$ cat src/rtl/sap1_controller_sequencer.sv
// SAP-1 controller-sequencer: six-state ring counter plus opcode decode into the 12-bit control word.
// Latency: ring advances once per CLK falling edge; CON is combinational from T, opcode and halt flag.
// Backpressure: none; HLT_bar low freezes the ring at T4 until CLR and is used to gate the clock source.
module sap1_controller_sequencer (
    input  logic        CLK,
    input  logic        CLR,
    input  logic [3:0]  opcode,
    output logic [11:0] CON,
    output logic [5:0]  T,
    output logic        HLT_bar
);

    // One-hot ring states; the encoding is the T output directly.
    typedef enum logic [5:0] {
        T1 = 6'b000001,
        T2 = 6'b000010,
        T3 = 6'b000100,
        T4 = 6'b001000,
        T5 = 6'b010000,
        T6 = 6'b100000
    } ring_t;

    // Control word bit order: Cp Ep L_M_bar CE_bar L_I_bar E_I_bar L_A_bar E_A S_U E_U L_B_bar L_O_bar
    localparam logic [11:0] CON_NOP     = 12'h3E3;
    localparam logic [11:0] CON_FETCH_1 = 12'h5E3;
    localparam logic [11:0] CON_FETCH_2 = 12'hBE3;
    localparam logic [11:0] CON_FETCH_3 = 12'h263;

    localparam logic [3:0] OP_LDA = 4'b0000;
    localparam logic [3:0] OP_ADD = 4'b0001;
    localparam logic [3:0] OP_SUB = 4'b0010;
    localparam logic [3:0] OP_OUT = 4'b1110;
    localparam logic [3:0] OP_HLT = 4'b1111;

    ring_t state;
    ring_t state_nxt;
    logic  halted;
    logic  halted_nxt;

    // Ring and halt flag change on the falling edge so CON is settled before the datapath's rising edge.
    always_ff @(negedge CLK or posedge CLR) begin
        if (CLR) begin
            state  <= T1;
            halted <= 1'b0;
        end else begin
            state  <= state_nxt;
            halted <= halted_nxt;
        end
    end

    // Next-state logic and control-word decode.
    always_comb begin
        state_nxt  = state;
        halted_nxt = halted;
        CON        = CON_NOP;

        if (!halted) begin
            case (state)
                T1: state_nxt = T2;
                T2: state_nxt = T3;
                T3: state_nxt = T4;
                T4: begin
                    // HLT parks the ring in T4 rather than advancing.
                    if (opcode == OP_HLT) begin
                        halted_nxt = 1'b1;
                    end else begin
                        state_nxt = T5;
                    end
                end
                T5: state_nxt = T6;
                T6: state_nxt = T1;
                // Any non-one-hot value recovers to the start of fetch.
                default: state_nxt = T1;
            endcase

            case (state)
                T1: CON = CON_FETCH_1;
                T2: CON = CON_FETCH_2;
                T3: CON = CON_FETCH_3;
                T4: begin
                    case (opcode)
                        OP_LDA, OP_ADD, OP_SUB: CON = 12'h1A3;
                        OP_OUT:                 CON = 12'h3F2;
                        default:                CON = CON_NOP;
                    endcase
                end
                T5: begin
                    case (opcode)
                        OP_LDA:         CON = 12'h2C3;
                        OP_ADD, OP_SUB: CON = 12'h2E1;
                        default:        CON = CON_NOP;
                    endcase
                end
                T6: begin
                    case (opcode)
                        OP_ADD:  CON = 12'h3C7;
                        OP_SUB:  CON = 12'h3CF;
                        default: CON = CON_NOP;
                    endcase
                end
                default: CON = CON_NOP;
            endcase
        end

        // Reset holds the datapath idle for its whole duration, independent of the ring.
        if (CLR) begin
            CON = CON_NOP;
        end
    end

    assign T       = state;
    assign HLT_bar = ~halted;

endmodule

$ cat config.mk
export PLATFORM = sky130hd
export DESIGN_NAME = sap1_controller_sequencer
export DESIGN_NICKNAME = d
export VERILOG_FILES = /design/src/rtl/sap1_controller_sequencer.sv
export SDC_FILE = /design/constraint.sdc
export NUM_CORES = 1
export LEC_CHECK = 0
export CAP_MARGIN = 20
export CORE_MARGIN = 2
export CORE_UTILIZATION = 35
export DETAILED_ROUTE_END_ITERATION = 12
export GPL_ROUTABILITY_DRIVEN = 0
export GPL_TIMING_DRIVEN = 0
export PLACE_DENSITY = 0.66
export SYNTH_ARGS = -nofsm -noshare
export SYNTH_HDL_FRONTEND = slang
export SYNTH_SLANG_ARGS = --single-unit
$ cat constraint.sdc
create_clock -name CLK -period 3.6 [get_ports CLK]
set_input_delay 0.36 -clock CLK [delete_from_list [all_inputs] [get_ports CLK]]
set_output_delay 0.36 -clock CLK [all_outputs]
set_load 0.01 [all_outputs]
After elaboration in Yosys (flattened, before gate mapping)
Index checks and enable logic that the tools add are counted.
- eq/ne operators: 11
- muxes and demuxes: 11
- bitwise operators: 1
- reduce and logical (&&, ||, !) cells: 4
- operator list (cell ; number):
    12-bit case mux with 6 select lines ; 1
    6-bit case mux with 5 select lines ; 1
    12-bit 2-to-1 mux ; 2
    10-bit case mux with 2 select lines ; 1
    9-bit case mux with 2 select lines ; 1
    6-bit case mux with 2 select lines ; 1
    4-bit == test (second input constant) ; 2
    6-bit by 1-bit == test with 1-bit output (second input constant) ; 1
    6-bit by 2-bit == test with 1-bit output (second input constant) ; 1
    6-bit by 3-bit == test with 1-bit output (second input constant) ; 1
    6-bit by 4-bit == test with 1-bit output (second input constant) ; 1
    6-bit by 5-bit == test with 1-bit output (second input constant) ; 1
    6-bit == test (second input constant) ; 1
    6-bit 2-to-1 mux ; 1
    4-bit by 1-bit == test with 1-bit output (second input constant) ; 1
    4-bit by 2-bit == test with 1-bit output (second input constant) ; 1
    4-bit zero test ; 1
    1-bit 2-to-1 mux ; 3
    3-bit OR reduction ; 1
    2-bit != test (second input constant) ; 1
    2-bit AND reduction ; 1
    2-bit OR reduction ; 1
    1-bit inverter ; 1
- register bits: 7
- input port bits: 6
- output and inout bits: 19
- word-level logic and storage cells: 29

Logic depth before layout (Yosys ltp)
Gate-level depths: netlist of the first run.
- depth after elaboration: 6
- mapped depth: 7
- mapped depth without buffers: 5

==> flow_summary.html, run 1 <==
<table>
<tr><th>Metric</th><th>Value</th></tr>
<tr><th colspan="2">Logic synthesis</th></tr>
<tr><td>Top cells by area, synth</td><td>sky130_fd_sc_hd__dfrtn_1, sky130_fd_sc_hd__o21ai_0, sky130_fd_sc_hd__nand2_1, sky130_fd_sc_hd__nor2_1, sky130_fd_sc_hd__dfstp_2</td></tr>
<tr><td>Synth top cells by count</td><td>sky130_fd_sc_hd__nand2_1, sky130_fd_sc_hd__o21ai_0, sky130_fd_sc_hd__nor2_1</td></tr>
<tr><td>Biggest area consumer among synthesized cells</td><td>sky130_fd_sc_hd__dfrtn_1</td></tr>
<tr><td>Register bit count reported by yosys</td><td>7</td></tr>
<tr><td>Most used flip-flop cell after synthesis</td><td>sky130_fd_sc_hd__dfrtn_1</td></tr>
<tr><td>Synth Instances</td><td>92</td></tr>
<tr><td>Sequential-to-total area share from yosys stat</td><td>around a quarter</td></tr>
<tr><td>Per-instance average area after synthesis</td><td>approximately 7.3 sq um</td></tr>
<tr><td>Number of distinct library cells after synthesis</td><td>33</td></tr>
<tr><td>Number of nets in the synthesized netlist</td><td>just under 100</td></tr>
<tr><td>Area share of the leading cell type in the synthesized netlist</td><td>approximately 22%</td></tr>
<tr><td>Number of flops mapped to enable cells by yosys</td><td>0</td></tr>
<tr><td>Cell area after synthesis</td><td>674 sq um</td></tr>
<tr><td>Asr flop ratio synth</td><td>100%</td></tr>
<tr><td>Warning count from the yosys run</td><td>0</td></tr>
<tr><th colspan="2">Floorplan</th></tr>
<tr><td>Area of the core</td><td>around 1800 sq um</td></tr>
<tr><td>Die ar.</td><td>around 2300 sq um</td></tr>
<tr><td>I/O pin count</td><td>25</td></tr>
<tr><td>Total number of placement rows</td><td>15</td></tr>
<tr><td>Die height</td><td>~48 um</td></tr>
<tr><td>Width of the die</td><td>~48 um</td></tr>
<tr><td>Initial Utilization</td><td>a little under two fifths</td></tr>
<tr><th colspan="2">Clock network</th></tr>
<tr><td>Clock root buffer</td><td>sky130_fd_sc_hd__clkbuf_4</td></tr>
<tr><td>Deepest level of the CTS H-tree</td><td>1</td></tr>
<tr><td>Buffers from clock root to sink, at most</td><td>2</td></tr>
<tr><td>Number of sinks driven by the clock tree</td><td>7</td></tr>
<tr><td>Worst-skew pair later-pin latency</td><td>0.31 ns</td></tr>
<tr><td>CTS clock-pin slew for the worst setup and hold paths</td><td>roughly 0.05 ns</td></tr>
<tr><td>Clock buffers created by TritonCTS</td><td>3</td></tr>
<tr><td>TritonCTS clock tree</td><td>built</td></tr>
<tr><th colspan="2">STA</th></tr>
<tr><td>Final critical-path setup slack</td><td>-0.480 ns</td></tr>
<tr><td>Number of failing setup endpoints in the final timing report</td><td>12</td></tr>
<tr><td>Pin slew with the least headroom to its limit</td><td>slightly above 0.4 ns</td></tr>
<tr><td>Sum of negative setup slack</td><td>-4.24 ns</td></tr>
<tr><td>Max-slew headroom</td><td>72.8%</td></tr>
<tr><td>Worst slack on hold paths</td><td>between 0.4 and 0.5 ns</td></tr>
<tr><td>Final max-slew violation count</td><td>0</td></tr>
<tr><td>Largest clock skew in the final design</td><td>approximately 0.046 ns</td></tr>
<tr><td>Setup repair after global routing missed its margin</td><td>yes</td></tr>
<tr><td>Hold Violations, Final</td><td>0</td></tr>
<tr><th colspan="2">Hold path</th></tr>
<tr><td>Worst Hold Path EP</td><td>T[2]$_DFFE_NP0P_</td></tr>
<tr><td>Number of cells on the worst hold path</td><td>1</td></tr>
<tr><td>Hold Crit Start</td><td>halted$_DFF_NP0_</td></tr>
<tr><td>Min-Delay Path Class</td><td>register to register</td></tr>
<tr><th colspan="2">Setup path</th></tr>
<tr><td>Data arrival at the endpoint of the critical path</td><td>between 3 and 4 ns</td></tr>
<tr><td>Maximum fanout count along the critical path</td><td>10</td></tr>
<tr><td>Type of the worst setup path</td><td>register to output port</td></tr>
<tr><td>Startpoint type of the worst setup path</td><td>register</td></tr>
<tr><td>Cell count of the worst reg-to-reg path</td><td>8</td></tr>
<tr><td>R2r startpoint</td><td>T[0]$_DFFE_NP1P_</td></tr>
<tr><td>Kind of end point of the critical path</td><td>output port</td></tr>
<tr><td>Worst R2R End</td><td>T[0]$_DFFE_NP1P_</td></tr>
<tr><td>Critical Path, Cell by Cell</td><td>buf_6 -&gt; nor4_4 -&gt; nand3b_1 -&gt; mux2i_1 -&gt; o31ai_1 -&gt; nand3_1 -&gt; buf_2</td></tr>
<tr><td>Worst endpoint required time</td><td>3.24 ns</td></tr>
<tr><td>R2R Setup Slk</td><td>between 1.5 and 2 ns</td></tr>
<tr><td>Standard cell with the maximum stage delay on the critical path</td><td>sky130_fd_sc_hd__dfrtn_1</td></tr>
<tr><td>Largest incremental delay on the critical path</td><td>between 0.3 and 0.4 ns</td></tr>
<tr><th colspan="2">Routing</th></tr>
<tr><td>Vias</td><td>963</td></tr>
<tr><td>Length of the first detailed-routing pass in iterations</td><td>4</td></tr>
<tr><td>Number of nets with antenna violations after detailed routing</td><td>0</td></tr>
<tr><td>Average wire per standard cell</td><td>16.9 um</td></tr>
<tr><td>Remaining DRCs</td><td>0</td></tr>
<tr><td>Violation count after the first detailed-route iteration</td><td>25</td></tr>
<tr><td>Final routed wirelength across all metal layers</td><td>roughly 2900 um</td></tr>
<tr><td>Average vias per placed instance</td><td>approximately 5.7</td></tr>
<tr><th colspan="2">Power</th></tr>
<tr><td>Pleak</td><td>roughly 0.60 nW</td></tr>
<tr><td>Worst vdd ir</td><td>about 0.46 mV</td></tr>
<tr><td>Power per cell area</td><td>just over 700 nW/um^2</td></tr>
<tr><td>Total power draw</td><td>~0.00091 W</td></tr>
<tr><th colspan="2">Global route</th></tr>
<tr><td>Overflow left after global routing</td><td>0</td></tr>
<tr><td>Maximum number of pins on one net before global-route repair</td><td>11</td></tr>
<tr><td>Via count of the first global-routing pass</td><td>between 800 and 900</td></tr>
<tr><td>Global-route total usage across every layer</td><td>approximately a quarter</td></tr>
<tr><td>Initial antenna violation count</td><td>0</td></tr>
<tr><td>Wire length of the first global-routing pass</td><td>approximately 4100 um</td></tr>
<tr><th colspan="2">Outcome</th></tr>
<tr><td>Failing checks</td><td>negative setup slack</td></tr>
<tr><td>Run status</td><td>finished with violations</td></tr>
<tr><th colspan="2">Finish</th></tr>
<tr><td># diodes</td><td>0</td></tr>
<tr><td>Proportion of layout cells with a drive suffix above 1</td><td>44.8%</td></tr>
<tr><td>Final instance count without filler cells</td><td>170</td></tr>
<tr><td>Layout net count</td><td>around 150</td></tr>
<tr><td>Filler cell count in the final layout</td><td>between 100 and 150</td></tr>
<tr><td>Area growth from synthesis to layout</td><td>89.6%</td></tr>
<tr><th colspan="2">Placed design</th></tr>
<tr><td>Placed cell count</td><td>between 100 and 150</td></tr>
<tr><td>Quantity of I/O buffers inserted on ports</td><td>24</td></tr>
<tr><td>Half-perimeter wire length after placement</td><td>between 1000 and 1500 um</td></tr>
<tr><th colspan="2">Job</th></tr>
<tr><td>Total of max-cap violations</td><td>0</td></tr>
</table>
==> repair_timing <==
item | 4_1_cts | 5_1_grt
buffers inserted | 19 | 7
hold buffers | 0 | 0
setup endpoints to repair | 12 | 13
resized for setup | 70 | 6
pin swaps | 15 | 8
==> cell families after synthesis <==
kind of cell	share of synthesized area (%)
AND/OR/NAND/NOR	39.7
AO/OA/AOI/OAI	18.6
buffers and inverters	10.2
flip-flops	26.2
XOR/XNOR	3.90
multiplexers	1.48
==> cells in the final DEF, fill, tap and decap left out, drive strengths merged, types with 2 or more instances in the layout <==
master / instances
inv: 5
or2: 2
nor4: 5
buf: 46
a211oi: 3
xor2: 3
and3: 2
nand2b: 3
nor2: 10
clkbuf: 3
nand3b: 3
dfrtn: 6
clkdlybuf4s50: 9
o21ai: 11
nor2b: 2
nand3: 5
nand2: 11
dlymetal6s2s: 2
==> metrics by stage <==
step | worst slack [ns] | instance area (sq um) | util [%]
global route | -0.575 | 1280 | 72.5
finish | -0.480 | 1280 | 72.5
detailed placement | -0.649 | 996 | 56.5
floorplan | -0.0443 | 724 | -
CTS | -0.381 | 1200 | 67.9
global placement | -0.640 | 996 | 56.5
==> report_power, final <==
group | switching, W | internal (W)
Combinational | 0.000337 | 0.000363
Clock | 0.0000390 | 0.0000414
Sequential | 0.0000224 | 0.000108
Total | 0.000399 | 0.000513
==> registers in the layout, indices dropped and copies added, names as in the netlist <==
signal / cells
halted: 1
T: 6
==> worst max-delay path by stage <==
stage | start | to | slack, ns | cells past startpoint
2_1_floorplan | T[2]$_DFFE_NP0P_ | CON[8] | -0.04 | 6
3_3_place_gp | T[0]$_DFFE_NP1P_ | CON[4] | -0.64 | 5
3_5_place_dp | T[4]$_DFFE_NP0P_ | CON[4] | -0.65 | 5
4_1_cts | T[2]$_DFFE_NP0P_ | CON[4] | -0.38 | 6
5_1_grt | T[3]$_DFFE_NP0P_ | CON[8] | -0.57 | 7
6_report | T[3]$_DFFE_NP0P_ | CON[5] | -0.48 | 7
==> metal layers <==
| metal | share of wire [%] | GRT usage, % | up-vias | wire length [um] |
|---|---|---|---|---|
| li1 | - | - | 438 | - |
| met1 | 41 | 35.6 | 455 | 1170 |
| met2 | 49 | 39.7 | 50 | 1410 |
| met3 | 6.1 | 7.17 | 20 | 176 |
| met4 | 4.4 | 11.9 | 0 | 127 |
| met5 | 0 | 0 | - | 0 |
==> final cells by class <==
type | count | area (sq um) | share of cell area [%]
clock inverters | 2 | 7.51 | 0.587
clock buffers | 3 | 22.5 | 1.76
flip-flops and latches | 7 | 176 | 13.8
inverters | 3 | 11.3 | 0.881
repair buffers | 50 | 419 | 32.8
plain buffers | 7 | 78.8 | 6.16
multi-input cells | 73 | 532 | 41.6
well taps | 25 | 31.3 | 2.45
==> critical path, delay by kind of cell, from the launching register on <==
| family | cells | cell delay [ns] |
|---|---|---|
| AO/OA/AOI/OAI | 1 | 0.10 |
| AND/OR/NAND/NOR | 3 | 0.60 |
| buffers and inverters | 2 | 0.31 |
| multiplexers | 1 | 0.25 |
| flip-flops | 1 | 0.38 |
(Power assumes the default switching activity.)
==> inputs of run 2 (changes only) <==
- ABC_AREA: unset -> 1
- PLACE_DENSITY: 0.66 -> 0.67
- clock period: 3.6 -> 4.7 ns (I/O delays scaled with it)
==> flow_summary.html, run 2 <==
<table>
<tr><th>Metric</th><th>Value</th></tr>
<tr><th colspan="2">Global route</th></tr>
<tr><td>Wire length of the first global-routing pass</td><td>2860 um</td></tr>
<tr><td>Overflow left after global routing</td><td>0</td></tr>
<tr><td>Via count of the first global-routing pass</td><td>around 710</td></tr>
<tr><td>Maximum number of pins on one net before global-route repair</td><td>11</td></tr>
<tr><td>Initial antenna violation count</td><td>0</td></tr>
<tr><td>Global-route total usage across every layer</td><td>19.0%</td></tr>
<tr><th colspan="2">Logic synthesis</th></tr>
<tr><td>Biggest area consumer among synthesized cells</td><td>sky130_fd_sc_hd__dfrtn_1</td></tr>
<tr><td>Warning count from the yosys run</td><td>0</td></tr>
<tr><td>Number of distinct library cells after synthesis</td><td>16</td></tr>
<tr><td>Most used flip-flop cell after synthesis</td><td>sky130_fd_sc_hd__dfrtn_1</td></tr>
<tr><td>Register bit count reported by yosys</td><td>7</td></tr>
<tr><td>Number of flops mapped to enable cells by yosys</td><td>0</td></tr>
<tr><td>Number of nets in the synthesized netlist</td><td>approximately 110</td></tr>
<tr><td>Per-instance average area after synthesis</td><td>6.01 sq um</td></tr>
<tr><td>Sequential-to-total area share from yosys stat</td><td>between 20% and 30%</td></tr>
<tr><td>Top cells by area, synth</td><td>sky130_fd_sc_hd__dfrtn_1, sky130_fd_sc_hd__nand2_1, sky130_fd_sc_hd__nor2_1, sky130_fd_sc_hd__inv_1, sky130_fd_sc_hd__nand3_1</td></tr>
<tr><td>Area share of the leading cell type in the synthesized netlist</td><td>about 25%</td></tr>
<tr><td>Asr flop ratio synth</td><td>between 90% and 100%</td></tr>
<tr><td>Most common cell in the synthesized netlist</td><td>sky130_fd_sc_hd__nand2_1</td></tr>
<tr><td>Synth Instances</td><td>about 100</td></tr>
<tr><td>Synth top cells by count</td><td>sky130_fd_sc_hd__nand2_1, sky130_fd_sc_hd__nor2_1, sky130_fd_sc_hd__inv_1</td></tr>
<tr><td>Cell area after synthesis</td><td>roughly 610 sq um</td></tr>
<tr><th colspan="2">Clock network</th></tr>
<tr><td>Clock buffers created by TritonCTS</td><td>3</td></tr>
<tr><td>Deepest level of the CTS H-tree</td><td>1</td></tr>
<tr><td>Number of sinks driven by the clock tree</td><td>7</td></tr>
<tr><td>CTS clock-pin slew for the worst setup and hold paths</td><td>~0.040 ns</td></tr>
<tr><td>TritonCTS clock tree</td><td>built</td></tr>
<tr><td>Worst-skew pair later-pin latency</td><td>0.31 ns</td></tr>
<tr><td>Buffers from clock root to sink, at most</td><td>2</td></tr>
<tr><td>Clock root buffer</td><td>sky130_fd_sc_hd__clkbuf_4</td></tr>
<tr><th colspan="2">Power</th></tr>
<tr><td>Worst vdd ir</td><td>about 0.13 mV</td></tr>
<tr><td>Total power draw</td><td>~0.00013 W</td></tr>
<tr><td>Pleak</td><td>0.527 nW</td></tr>
<tr><td>Power per cell area</td><td>approximately 130 nW/um^2</td></tr>
<tr><th colspan="2">Outcome</th></tr>
<tr><td>Run status</td><td>complete, no violations</td></tr>
<tr><th colspan="2">Floorplan</th></tr>
<tr><td>Die height</td><td>between 40 and 50 um</td></tr>
<tr><td>Area of the core</td><td>1670 sq um</td></tr>
<tr><td>Initial Utilization</td><td>36.3%</td></tr>
<tr><td>I/O pin count</td><td>25</td></tr>
<tr><td>Total number of placement rows</td><td>15</td></tr>
<tr><td>Die ar.</td><td>approximately 2100 sq um</td></tr>
<tr><td>Width of the die</td><td>about 46 um</td></tr>
<tr><th colspan="2">Setup path</th></tr>
<tr><td>Kind of cell with the highest combined delay on the critical path</td><td>flip-flops</td></tr>
<tr><td>Maximum fanout count along the critical path</td><td>5</td></tr>
<tr><td>Type of the worst setup path</td><td>register to output port</td></tr>
<tr><td>R2r startpoint</td><td>T[4]$_DFFE_NP0P_</td></tr>
<tr><td>Kind of end point of the critical path</td><td>output port</td></tr>
<tr><td>Critical Path, Cell by Cell</td><td>inv_1 -&gt; nand2_2 -&gt; nor2_1 -&gt; o21ai_2 -&gt; nand3_2 -&gt; buf_4 -&gt; nand3_1 -&gt; dlygate4sd2_1</td></tr>
<tr><td>Startpoint type of the worst setup path</td><td>register</td></tr>
<tr><td>Standard cell with the maximum stage delay on the critical path</td><td>sky130_fd_sc_hd__dfstp_2</td></tr>
<tr><td>Worst Setup SP</td><td>T[0]$_DFFE_NP1P_</td></tr>
<tr><td>Worst R2R End</td><td>T[3]$_DFFE_NP0P_</td></tr>
<tr><td>R2R Setup Slk</td><td>about 3.3 ns</td></tr>
<tr><td>Buf+Inv Stages, Crit Path</td><td>3</td></tr>
<tr><td>Largest incremental delay on the critical path</td><td>roughly 0.55 ns</td></tr>
<tr><td>Worst endpoint required time</td><td>~4.2 ns</td></tr>
<tr><td>Cell count of the worst reg-to-reg path</td><td>6</td></tr>
<tr><td>Data arrival at the endpoint of the critical path</td><td>just over 4 ns</td></tr>
<tr><th colspan="2">Routing</th></tr>
<tr><td>Average wire per standard cell</td><td>12.4 um</td></tr>
<tr><td>Average vias per placed instance</td><td>between 5 and 6</td></tr>
<tr><td>Length of the first detailed-routing pass in iterations</td><td>4</td></tr>
<tr><td>Remaining DRCs</td><td>0</td></tr>
<tr><td>Final routed wirelength across all metal layers</td><td>1920 um</td></tr>
<tr><td>Violation count after the first detailed-route iteration</td><td>28</td></tr>
<tr><td>Number of nets with antenna violations after detailed routing</td><td>0</td></tr>
<tr><td>Vias</td><td>between 700 and 800</td></tr>
<tr><th colspan="2">Hold path</th></tr>
<tr><td>Worst Hold Path EP</td><td>T[1]$_DFFE_NP0P_</td></tr>
<tr><td>Min-Delay Path Class</td><td>register to register</td></tr>
<tr><td>Number of cells on the worst hold path</td><td>1</td></tr>
<tr><td>Hold Crit Start</td><td>halted$_DFF_NP0_</td></tr>
<tr><th colspan="2">Job</th></tr>
<tr><td>Total of max-cap violations</td><td>0</td></tr>
<tr><th colspan="2">Finish</th></tr>
<tr><td>Commonest non-fill, non-tap cell in the layout</td><td>sky130_fd_sc_hd__nand2_1</td></tr>
<tr><td>Layout net count</td><td>~140</td></tr>
<tr><td># diodes</td><td>0</td></tr>
<tr><td>Largest register FFs</td><td>6</td></tr>
<tr><td>Summed area of non-filler cells in the final layout</td><td>between 900 and 1000 sq um</td></tr>
<tr><td>Filler cell count in the final layout</td><td>158</td></tr>
<tr><td>Leading cell types in the layout, fill and taps excluded</td><td>sky130_fd_sc_hd__nand2_1, sky130_fd_sc_hd__inv_1, sky130_fd_sc_hd__nor2_1</td></tr>
<tr><td>Proportion of layout cells with a drive suffix above 1</td><td>~23%</td></tr>
<tr><td>Area growth from synthesis to layout</td><td>64.1%</td></tr>
<tr><th colspan="2">STA</th></tr>
<tr><td>Largest clock skew in the final design</td><td>roughly 0.05 ns</td></tr>
<tr><td>Max-slew headroom</td><td>about four fifths</td></tr>
<tr><td>Hold Violations, Final</td><td>0</td></tr>
<tr><td>Sum of negative setup slack</td><td>0 ns</td></tr>
<tr><td>Number of failing setup endpoints in the final timing report</td><td>0</td></tr>
<tr><td>Pin slew with the least headroom to its limit</td><td>~0.29 ns</td></tr>
<tr><td>Final max-slew violation count</td><td>0</td></tr>
<tr><th colspan="2">Placed design</th></tr>
<tr><td>Cell area after placement</td><td>868 sq um</td></tr>
<tr><td>Half-perimeter wire length after placement</td><td>~1300 um</td></tr>
<tr><td>Quantity of I/O buffers inserted on ports</td><td>24</td></tr>
</table>
## run 2: cell type report
class	count	area (sq um)	area share [%]
clock inverter	2	7.51	0.754
inverter	17	63.8	6.41
timing repair buffer	32	297	29.8
sequential	7	176	17.7
tap	17	21.3	2.14
multi-input combinational	76	408	41.0
clock buffer	3	22.5	2.26
## run 2: how the worst max path moves through the flow
stage	endpoint	slack (ns)	depth (start not counted)
CTS	CON[6]	-0.03	9
detailed placement	CON[5]	0.01	9
global placement	CON[5]	0.03	9
floorplan	CON[5]	0.60	8
finish	CON[7]	0.08	8
global route	CON[7]	-0.003	8
## run 2: cell families (layout without fill, tap and decap cells)
group	count (synthesis)	count (layout)	share of synthesized area, %
AO/OA/AOI/OAI	12	12	10.5
buffers and inverters	18	54	11.1
flip-flops	7	7	29.1
AND/OR/NAND/NOR	64	64	49.3
## run 2: where the power goes
| group | switching (W) | internal (W) |
|---|---|---|
| combinational | 0.00000541 | 0.00000479 |
| clock | 0.0000260 | 0.0000315 |
| sequential | 0 | 0.0000607 |
## run 2: stage by stage
step                setup slack (ns)  hold slack [ns]  std cells  util, %
floorplan                      0.602            0.430        101        -
global placement              0.0290            0.452        142     52.0
detailed placement            0.0109            0.460        142     52.0
CTS                          -0.0307            0.512        150     56.7
global route                -0.00317            0.588        154     59.6
finish                        0.0760            0.535        154     59.6
## run 2: repair_timing
item                                    4_1_cts  5_1_grt
endpoints found under the setup margin       11        8
buffers inserted                              4        4
pin swaps                                     1        1
resized for setup                            20        9
hold buffers                                  0        0
## run 2: routing by layer
layer  GRT usage, %  up-vias  wire length (um)
met3           1.59        4                88
met4           10.0        0                27
li1               -      397                 -
met1           24.9      362               806
met5              0        -                 0
met2           30.7       26               994
==> inputs of run 3 (changes only) <==
--- a/config.mk
+++ b/config.mk
@@ -14,3 +14,4 @@
 export GPL_TIMING_DRIVEN = 0
-export PLACE_DENSITY = 0.67
+export PLACE_DENSITY_LB_ADDON = 0.05
+export SKIP_CTS_REPAIR_TIMING = 1
 export SYNTH_ARGS = -nofsm -noshare
--- a/constraint.sdc
+++ b/constraint.sdc
@@ -3,2 +3,2 @@
 set_output_delay 0.47 -clock CLK [all_outputs]
-set_load 0.01 [all_outputs]
+set_load 0.005 [all_outputs]
==> flow_summary.html, run 3 (synthesis gave the netlist of run 2 again) <==
<table>
<tr><th>Metric</th><th>Value</th></tr>
<tr><th colspan="2">Outcome</th></tr>
<tr><td>Run status</td><td>complete, no violations</td></tr>
<tr><th colspan="2">Global route</th></tr>
<tr><td>Via count of the first global-routing pass</td><td>600</td></tr>
<tr><td>Met1 track demand over resource in global routing</td><td>~24%</td></tr>
<tr><td>Wire length of the first global-routing pass</td><td>2550 um</td></tr>
<tr><td>Met3 demand-to-capacity share in global routing</td><td>between 3 and 4%</td></tr>
<tr><td>Overflow left after global routing</td><td>0</td></tr>
<tr><td>Maximum number of pins on one net before global-route repair</td><td>11</td></tr>
<tr><td>Met2 usage in global routing</td><td>between 20% and 30%</td></tr>
<tr><td>Global-route total usage across every layer</td><td>between 10% and 20%</td></tr>
<tr><td>Most Crowded Layer GR</td><td>met2</td></tr>
<tr><td>Initial antenna violation count</td><td>0</td></tr>
<tr><th colspan="2">Clock network</th></tr>
<tr><td>Deepest level of the CTS H-tree</td><td>1</td></tr>
<tr><td>Clock root buffer</td><td>sky130_fd_sc_hd__clkbuf_4</td></tr>
<tr><td>CTS clock-pin slew for the worst setup and hold paths</td><td>roughly 0.04 ns</td></tr>
<tr><td>Buffers from clock root to sink, at most</td><td>2</td></tr>
<tr><td>Worst-skew pair later-pin latency</td><td>~0.30 ns</td></tr>
<tr><td>Number of sinks driven by the clock tree</td><td>7</td></tr>
<tr><td>Clock buffers created by TritonCTS</td><td>3</td></tr>
<tr><td>TritonCTS clock tree</td><td>built</td></tr>
<tr><th colspan="2">Power</th></tr>
<tr><td>Pleak</td><td>~0.46 nW</td></tr>
<tr><td>Total power draw</td><td>0.000128 W</td></tr>
<tr><td>Power per cell area</td><td>127 nW/um^2</td></tr>
<tr><td>Worst vdd ir</td><td>just under 0.2 mV</td></tr>
<tr><th colspan="2">Routing</th></tr>
<tr><td>Remaining DRCs</td><td>0</td></tr>
<tr><td>Average wire per standard cell</td><td>about 11 um</td></tr>
<tr><td>Length of the first detailed-routing pass in iterations</td><td>5</td></tr>
<tr><td>Number of nets with antenna violations after detailed routing</td><td>0</td></tr>
<tr><td>Average vias per placed instance</td><td>slightly below 5</td></tr>
<tr><td>Final routed wirelength across all metal layers</td><td>about 1700 um</td></tr>
<tr><td>Vias</td><td>about 740</td></tr>
<tr><td>Violation count after the first detailed-route iteration</td><td>17</td></tr>
<tr><th colspan="2">Setup path</th></tr>
<tr><td>Kind of end point of the critical path</td><td>output port</td></tr>
<tr><td>Worst Setup SP</td><td>T[0]$_DFFE_NP1P_</td></tr>
<tr><td>Worst endpoint required time</td><td>4.23 ns</td></tr>
<tr><td>Largest incremental delay on the critical path</td><td>about 0.56 ns</td></tr>
<tr><td>Worst R2R End</td><td>T[3]$_DFFE_NP0P_</td></tr>
<tr><td>Standard cell with the maximum stage delay on the critical path</td><td>sky130_fd_sc_hd__dfstp_2</td></tr>
<tr><td>Buf+Inv Stages, Crit Path</td><td>2</td></tr>
<tr><td>R2R Setup Slk</td><td>about 3.1 ns</td></tr>
<tr><td>Startpoint type of the worst setup path</td><td>register</td></tr>
<tr><td>Data arrival at the endpoint of the critical path</td><td>4.13 ns</td></tr>
<tr><td>Cell count of the worst reg-to-reg path</td><td>8</td></tr>
<tr><td>Total stage count of the critical path</td><td>5</td></tr>
<tr><td>Kind of cell with the highest combined delay on the critical path</td><td>buffers and inverters</td></tr>
<tr><td>Type of the worst setup path</td><td>register to output port</td></tr>
<tr><td>R2r startpoint</td><td>T[0]$_DFFE_NP1P_</td></tr>
<tr><td>Critical path endpoint</td><td>CON[10]</td></tr>
<tr><td>Maximum fanout count along the critical path</td><td>4</td></tr>
<tr><td>Critical Path, Cell by Cell</td><td>inv_1 -&gt; nor2_2 -&gt; nand2_1 -&gt; nor2_1 -&gt; clkdlybuf4s50_1</td></tr>
<tr><th colspan="2">Finish</th></tr>
<tr><td>Area growth from synthesis to layout</td><td>66.4%</td></tr>
<tr><td>Final instance count without filler cells</td><td>150</td></tr>
<tr><td>Layout net count</td><td>140</td></tr>
<tr><td>Leading cell types in the layout, fill and taps excluded</td><td>sky130_fd_sc_hd__nand2_1, sky130_fd_sc_hd__clkdlybuf4s50_1, sky130_fd_sc_hd__inv_1</td></tr>
<tr><td>Summed area of non-filler cells in the final layout</td><td>1010 sq um</td></tr>
<tr><td>Largest register FFs</td><td>6</td></tr>
<tr><td>Filler cell count in the final layout</td><td>161</td></tr>
<tr><td>Proportion of layout cells with a drive suffix above 1</td><td>23.3%</td></tr>
<tr><td>Commonest non-fill, non-tap cell in the layout</td><td>sky130_fd_sc_hd__nand2_1</td></tr>
<tr><td># diodes</td><td>0</td></tr>
<tr><th colspan="2">Floorplan</th></tr>
<tr><td>Width of the die</td><td>approximately 46 um</td></tr>
<tr><td>Area of the core</td><td>1670 sq um</td></tr>
<tr><td>I/O pin count</td><td>25</td></tr>
<tr><td>Die height</td><td>45.6 um</td></tr>
<tr><td>Initial Utilization</td><td>36.3%</td></tr>
<tr><td>Total number of placement rows</td><td>15</td></tr>
<tr><td>Die ar.</td><td>around 2100 sq um</td></tr>
<tr><th colspan="2">STA</th></tr>
<tr><td>Pin slew with the least headroom to its limit</td><td>roughly 0.30 ns</td></tr>
<tr><td>Final max-slew violation count</td><td>0</td></tr>
<tr><td>Sum of negative setup slack</td><td>0 ns</td></tr>
<tr><td>Number of failing setup endpoints in the final timing report</td><td>0</td></tr>
<tr><td>Worst slack on hold paths</td><td>about 0.5 ns</td></tr>
<tr><td>Hold Violations, Final</td><td>0</td></tr>
<tr><td>Largest clock skew in the final design</td><td>approximately 0.043 ns</td></tr>
<tr><td>Max-slew headroom</td><td>around four fifths</td></tr>
<tr><th colspan="2">Placed design</th></tr>
<tr><td>Cell area after placement</td><td>between 800 and 900 sq um</td></tr>
<tr><td>Placed cell count</td><td>142</td></tr>
<tr><td>Half-perimeter wire length after placement</td><td>around 1300 um</td></tr>
<tr><td>Quantity of I/O buffers inserted on ports</td><td>24</td></tr>
<tr><th colspan="2">Hold path</th></tr>
<tr><td>Min-Delay Path Class</td><td>register to register</td></tr>
<tr><td>Hold Crit Start</td><td>halted$_DFF_NP0_</td></tr>
<tr><th colspan="2">Job</th></tr>
<tr><td>Total of max-cap violations</td><td>0</td></tr>
</table>
run 3: cell count changes in the layout (fill, tap and decap cells not counted), sizes merged:
cell           delta
clkdlybuf4s50     +5
inv               -1
dlygate4sd2       -7
buf               -5
clkbuf            +1
dlymetal6s2s      +3
run 3: per-stage QoR:
stage | setup slack, ns | util (%)
6_report | 0.103 | 60.4
5_1_grt | -0.00888 | 60.4
4_1_cts | -0.278 | 53.6
3_5_place_dp | 0.0454 | 52.0
3_3_place_gp | 0.0450 | 52.0
2_1_floorplan | 0.658 | -
run 3: layer usage:
layer / part of all wire (%) / vias up / routed length, um
met1: 49 / 334 / 821
met4: 0 / 0 / 0
met2: 47 / 17 / 796
met5: 0 / - / 0
met3: 4.2 / 0 / 71
li1: - / 384 / -
run 3: final cells by class:
cell class / count / area [sq um] / area share [%]
Sequential cell: 7 / 176 / 17.5
Timing Repair Buffer: 28 / 288 / 28.5
Clock inverter: 1 / 3.75 / 0.372
Inverter: 17 / 63.8 / 6.32
Tap cell: 17 / 21.3 / 2.11
Multi-Input combinational cell: 76 / 430 / 42.6
Clock buffer: 4 / 26.3 / 2.60
run 3: worst min-delay path by stage:
| stage | to | cells past startpoint |
|---|---|---|
| 2_1_floorplan | T[1]$_DFFE_NP0P_ | 1 |
| 3_3_place_gp | T[1]$_DFFE_NP0P_ | 1 |
| 3_5_place_dp | T[1]$_DFFE_NP0P_ | 1 |
| 4_1_cts | T[1]$_DFFE_NP0P_ | 1 |
| 5_1_grt | T[2]$_DFFE_NP0P_ | 2 |
| 6_report | T[1]$_DFFE_NP0P_ | 1 |
run 3: where the power goes:
part	switching (W)	internal [W]
Sequential	0	0.0000607
Clock	0.0000238	0.0000335
Combinational	0.00000533	0.00000479
